### config.mk
export PLATFORM = sky130hd
export DESIGN_NAME = sonar_uc
export DESIGN_NICKNAME = d
export VERILOG_FILES = /design/src/rtl/sonar_pkg.sv /design/src/rtl/contador_m.sv /design/src/rtl/sonar_uc.sv
export SDC_FILE = /design/constraint.sdc
export NUM_CORES = 1
export LEC_CHECK = 0
export CAP_MARGIN = 25
export CORE_UTILIZATION = 59
export DETAILED_ROUTE_END_ITERATION = 8
export PLACE_DENSITY = 0.84
export REMOVE_ABC_BUFFERS = 1
export SYNTH_ARGS = -nofsm -noshare
export SYNTH_HDL_FRONTEND = slang
export SYNTH_SLANG_ARGS = --single-unit
### constraint.sdc
create_clock -name clock -period 4.59 [get_ports clock]
set_clock_uncertainty 0.15 [all_clocks]
set_input_delay 1.1475 -clock clock [delete_from_list [all_inputs] [get_ports clock]]
set_output_delay 1.1475 -clock clock [all_outputs]
set_load 0.02 [all_outputs]
### src/rtl/sonar_pkg.sv
// sonar_pkg
//   Shared definitions for the sonar scanner control unit and the datapath
//   debug decoders: the 4-bit state encoding and the default watchdog limit.
package sonar_pkg;

  // State codes are visible on db_estado, so the numeric values are fixed.
  typedef enum logic [3:0] {
    INICIAL        = 4'd0,
    PREPARA        = 4'd1,
    ESPERA         = 4'd2,
    MEDE           = 4'd3,
    AGUARDA_MEDIDA = 4'd4,
    TRANSMITE      = 4'd5,
    AGUARDA_TX     = 4'd6,
    PROXIMO_CHAR   = 4'd7,
    FIM_POSICAO    = 4'd8
  } estado_t;

  // 50 ms at 50 MHz.
  localparam int TIMEOUT_DEFAULT = 2_500_000;

endpackage

### src/rtl/contador_m.sv
// contador_m
//   Modulo-M up counter with asynchronous and synchronous clears.
//   Ports:
//     clock   in  rising-edge clock
//     zera_as in  asynchronous clear, active high
//     zera_s  in  synchronous clear (wins over conta)
//     conta   in  count enable; wraps M-1 -> 0
//     fim     out high while the count equals M-1
module contador_m #(
  parameter int M = 16,
  parameter int N = 4
) (
  input  logic clock,
  input  logic zera_as,
  input  logic zera_s,
  input  logic conta,
  output logic fim
);

  logic [N-1:0] r_q;

  always_ff @(posedge clock or posedge zera_as) begin
    if (zera_as) begin
      r_q <= '0;
    end else if (zera_s) begin
      r_q <= '0;
    end else if (conta) begin
      if (r_q == N'(M - 1)) r_q <= '0;
      else                  r_q <= r_q + N'(1);
    end
  end

  assign fim = (r_q == N'(M - 1));

endmodule

### src/rtl/sonar_uc.sv
// sonar_uc
//   Control unit for the sonar scanner. Per servo position: wait the
//   inter-measurement interval, trigger one measurement, send the 8-char
//   frame one character at a time, then step the servo. A watchdog aborts a
//   measurement whose echo never returns.
//   Ports:
//     clock, reset            clock and async active-high reset
//     ligar                   level, enables the scan loop
//     fim_distancia           measurement done pulse
//     fim_transmissao         character sent pulse
//     fim_contador_serial     character counter at 7 (level)
//     fim_contador_intervalo  interval counter at M-1 (level)
//     zera .. pronto          Moore-decoded datapath controls
//     db_timeout              last measurement aborted by the watchdog
//     db_estado               current state code
module sonar_uc
  import sonar_pkg::*;
#(
  parameter int TIMEOUT = TIMEOUT_DEFAULT,
  parameter int TW      = $clog2(TIMEOUT)
) (
  input  logic       clock,
  input  logic       reset,
  input  logic       ligar,
  input  logic       fim_distancia,
  input  logic       fim_transmissao,
  input  logic       fim_contador_serial,
  input  logic       fim_contador_intervalo,
  output logic       zera,
  output logic       zera_pwm,
  output logic       reset_updown,
  output logic       conta_intervalo,
  output logic       medir,
  output logic       transmitir,
  output logic       conta_serial,
  output logic       conta_updown,
  output logic       pronto,
  output logic       db_timeout,
  output logic [3:0] db_estado
);

  estado_t r_state;
  estado_t w_next;
  logic    r_db_timeout;

  logic    w_wd_clr;
  logic    w_wd_en;
  logic    w_wd_fim;
  logic    w_timeout;

  // Watchdog: cleared in MEDE, counts only while waiting for the echo, so
  // its count is 0 on the first AGUARDA_MEDIDA cycle and fim fires on the
  // TIMEOUT-th cycle of that state.
  assign w_wd_clr = (r_state == MEDE);
  assign w_wd_en  = (r_state == AGUARDA_MEDIDA);

  contador_m #(
    .M (TIMEOUT),
    .N (TW)
  ) u_watchdog (
    .clock   (clock),
    .zera_as (reset),
    .zera_s  (w_wd_clr),
    .conta   (w_wd_en),
    .fim     (w_wd_fim)
  );

  // A real measurement arriving in the expiry cycle takes precedence.
  assign w_timeout = w_wd_en & w_wd_fim & ~fim_distancia;

  always_ff @(posedge clock or posedge reset) begin
    if (reset) r_state <= INICIAL;
    else       r_state <= w_next;
  end

  always_ff @(posedge clock or posedge reset) begin
    if (reset)                 r_db_timeout <= 1'b0;
    else if (r_state == MEDE)  r_db_timeout <= 1'b0;
    else if (w_timeout)        r_db_timeout <= 1'b1;
  end

  // Next-state decode. ligar is only consulted in INICIAL and FIM_POSICAO so
  // a frame in progress always completes.
  always_comb begin
    w_next = r_state;
    case (r_state)
      INICIAL:        if (ligar) w_next = PREPARA;
      PREPARA:        w_next = ESPERA;
      ESPERA:         if (fim_contador_intervalo) w_next = MEDE;
      MEDE:           w_next = AGUARDA_MEDIDA;
      AGUARDA_MEDIDA: if (fim_distancia || w_wd_fim) w_next = TRANSMITE;
      TRANSMITE:      w_next = AGUARDA_TX;
      AGUARDA_TX: begin
        if (fim_transmissao) begin
          if (fim_contador_serial) w_next = FIM_POSICAO;
          else                     w_next = PROXIMO_CHAR;
        end
      end
      PROXIMO_CHAR:   w_next = TRANSMITE;
      FIM_POSICAO:    w_next = ligar ? ESPERA : INICIAL;
      default:        w_next = INICIAL;
    endcase
  end

  // Moore output decode.
  always_comb begin
    zera            = 1'b0;
    zera_pwm        = 1'b0;
    reset_updown    = 1'b0;
    conta_intervalo = 1'b0;
    medir           = 1'b0;
    transmitir      = 1'b0;
    conta_serial    = 1'b0;
    conta_updown    = 1'b0;
    pronto          = 1'b0;
    case (r_state)
      INICIAL:      zera_pwm = 1'b1;
      PREPARA: begin
        zera         = 1'b1;
        reset_updown = 1'b1;
      end
      ESPERA:       conta_intervalo = 1'b1;
      MEDE:         medir = 1'b1;
      TRANSMITE:    transmitir = 1'b1;
      PROXIMO_CHAR: conta_serial = 1'b1;
      FIM_POSICAO: begin
        conta_updown = 1'b1;
        conta_serial = 1'b1;  // wraps the character counter 7 -> 0
        pronto       = 1'b1;
      end
      default: ;
    endcase
  end

  assign db_timeout = r_db_timeout;
  assign db_estado  = r_state;

endmodule

==> parameters.txt <==
Parameter                              Value

Synthesis
  Cell types with the largest area share after synthesis ... dfrtp_1 39%, nand2_1 6.3%, nand3_1 5.8%
  Sequential cell area fraction in the yosys report ... 39.0%
  Top cell type's share of synthesized area ... 39.0%
  Post-synthesis instance total ... 213
  Netlist area before placement ... 1730 um2
  Post-Synthesis Mean Instance Area ... 8.12 um2
  Library cells used by synthesis ... 44
  Async set-reset flop share out of synthesis ... 100%
  Cell taking the most area after synthesis ... dfrtp_1
  Flip-flop and latch count after synthesis ... 27
  Most instantiated flip-flop cell in the synthesis netlist ... dfrtp_1
  Ys Warns ... 0
  Number of flops mapped to enable cells by yosys ... 0

Setup path
  Required time at the endpoint of the critical path ... 3.29 ns
  Count of buffer and inverter cells on the critical path ... 1
  Levels on crit path ... 3
  Endpoint arrival time on the critical path ... 2.17 ns
  Flop-to-flop setup slack ... 2.07 ns
  Master of the slowest instance on the critical path ... clkdlybuf4s50_1
  Reg2Reg Launch Point ... u_watchdog.r_q[0]
  Endpoint of the worst-slack reg-to-reg timing path ... u_watchdog.r_q[19]
  Maximum cell stage delay along the critical path ... 0.61 ns
  Biggest fanout along the worst timing path ... 16
  Worst setup SP type ... flip-flop
  Number of cells on the worst reg-to-reg path ... 6
  WS Path Type ... reg -> out
  Cell type group with the largest total delay on the critical path ... buffers and inverters
  Critical path, cell by cell ... nor4_1 -> o21bai_1 -> clkdlybuf4s50_1
  Worst Setup End Kind ... primary output

Global routing
  Vias in the first global route ... around 1600
  Residual overflow from global routing ... 0
  Antenna violations before repair ... 0
  GRT Total Usage ... between 20% and 30%
  Largest net degree at the start of global routing ... 28
  First-pass GRT wire length ... 7330 um

Floorplan
  Die outline area ... 3150 um2
  Initial core utilization ... 62.7%
  Row cnt ... 19
  # IOs ... 21
  Placeable core region ... 2760 um2
  Die Height ... between 50 and 60 um
  Floorplan die width ... 56.2 um

CTS
  CTS H-tree depth ... 1
  Post-cts gate resize count ... 0
  Maximum clock insertion buffer count ... 2
  CTS root buffer ... clkbuf_4
  Num Clock Sinks ... 27
  Total CTS buffers ... 3
  Clk Latency, worst-skew pair ... 0.35 ns
  Clock-pin slew reported for the worst setup and hold paths after clock tree synthesis ... 0.14 ns
  Post CTS Setup Buffer Count ... 0
  TritonCTS clock tree ... done
  Hold_buf cts ... 0

Place
  Number of port buffers ... 20
  Pre-CTS setup slack ... 1.52 ns
  Final HPWL DP ... 2930 um
  Routability cong. ... 0.912

Timing
  Final setup violating endpoints ... 0
  Fin Hold WS ... 0.409 ns
  Final TNS setup ... 0 ns
  Achievable frequency ... around 290 MHz
  Min Tclk post-route ... about 3.5 ns
  Final slew viol count ... 0
  Part of the cycle the worst path needs ... 75.5%
  RSZ-0062 raised after global routing ... false
  Setup slack after layout ... 1.13 ns
  Worst slew margin relative to its limit ... between 50% and 60%
  Final Hold Fails ... 0
  Slew at the pin closest to its max-slew limit ... 0.666 ns

Min path
  Hold WC Path Type ... reg -> reg
  Worst hold path cell count ... 2
  Start point of the worst hold path ... db_timeout
  End point of the worst hold path ... db_timeout

Power
  Static leakage ... between 0.7 and 0.8 nW
  Pwr/cell area ... 498 nW/um2
  IR Drop Worst-Case VDD ... 0.500 mV

Detailed routing
  Violation count after the first detailed-routing iteration ... just under 90
  Residual antenna-violating net count after detailed routing ... 0
  Routed metal-1 wirelength ... around 1800 um
  Top layer reached by signal wires ... met4
  First drt pass iteration count ... 4
  Routed WL per cell ... ~16 um
  Met3 routed wirelength ... around 310 um
  Total Routed Length ... 4190 um
  Sum of met2 wire segment lengths after detailed routing ... 2010 um
  Routed vias ... 1670
  Via density ... 6.57
  Total DRC errors in the routed layout ... 0

Finish
  Net total in the final layout ... 232
  Layout area overhead ... 13.5%
  Final antenna diode count ... 0
  Most common cell after layout, fill and taps aside ... nand2_1
  Most frequent cells in the layout ... 29 x nand2_1, 27 x dfrtp_1, 20 x nand3_1, 20 x clkdlybuf4s50_1, 15 x o21ai_0
  Proportion of layout cells with a drive suffix above 1 ... 6.73%

Run status
  Status ... finished, final reports clean

Flow run
  Max-Cap Viols ... 0
## through the flow
step	power [mW]	cells	utilization (%)	instance area [um2]
detailed placement	0.862	249	69.1	1910
floorplan	0.670	197	-	1660
CTS	0.969	253	70.2	1940
global placement	0.838	249	69.1	1910
global route	1.05	254	71.2	1960
finish	0.978	254	71.2	1960
## worst min-delay path: stages, from the launching register on
cell     delay (ns)
dfrtp_1        0.42
inv_1          0.06
a21oi_1        0.05
## layout make-up
| class | instances | area (um2) |
|---|---|---|
| timing repair buffer | 22 | 235 |
| clock inverter | 1 | 7.51 |
| inverter | 6 | 22.5 |
| multi-input combinational | 164 | 962 |
| fill | 219 | 793 |
| clock buffer | 3 | 22.5 |
| sequential | 27 | 676 |
| tap | 31 | 38.8 |
## state kept, by name (all words and copies together) (netlist names)
name	flops
db_estado	4
db_timeout	1
u_watchdog.r_q	22
## synth_stat cells, types with 2 or more instances
cell	number
a31oi_1	2
nand2b_1	4
a21oi_1	14
nor2_1	9
o21ai_0	16
o31a_1	2
nand4_1	6
or3_1	5
or2_2	2
clkbuf_1	12
nand2_1	29
nor3_1	8
nand3_1	20
and4_1	2
nor3b_1	4
inv_1	6
a21oi_2	2
or4_1	5
nor4_1	6
buf_4	2
a22o_1	2
buf_2	2
nand3b_1	2
o211ai_1	2
and3_1	3
dfrtp_1	27
a22oi_1	2
## how the worst max path moves through the flow
| stage | from | end | slack [ns] |
|---|---|---|---|
| 4_1_cts | db_estado[1] | conta_serial | 1.15 |
| 2_1_floorplan | db_estado[3] | conta_serial | 0.99 |
| 6_report | db_estado[1] | conta_serial | 1.13 |
| 5_1_grt | db_estado[3] | conta_serial | 0.92 |
| 3_5_place_dp | db_estado[1] | conta_serial | 1.52 |
| 3_3_place_gp | db_estado[1] | conta_serial | 1.56 |
## logic make-up after synthesis
family,synth area share [%]
AO/OA/AOI/OAI,17.4
adder cells (fa/ha/maj),0.723
buffers and inverters,5.35
flip-flops,39.0
multiplexers,1.23
AND/OR/NAND/NOR,36.2
## metal layers
layer / GRT usage, % / up-vias
met4: 8.71 / 0
met3: 4.42 / 7
met1: 39.9 / 779
li1: - / 808
met2: 46.8 / 76
met5: 0 / -
## power breakdown
part	switching [mW]	internal (mW)	total (mW)
logic	0.283	0.199	0.482
registers	0.101	0.284	0.384
clock network	0.0782	0.0334	0.112
total	0.462	0.516	0.978
(Power assumes the default switching activity.)
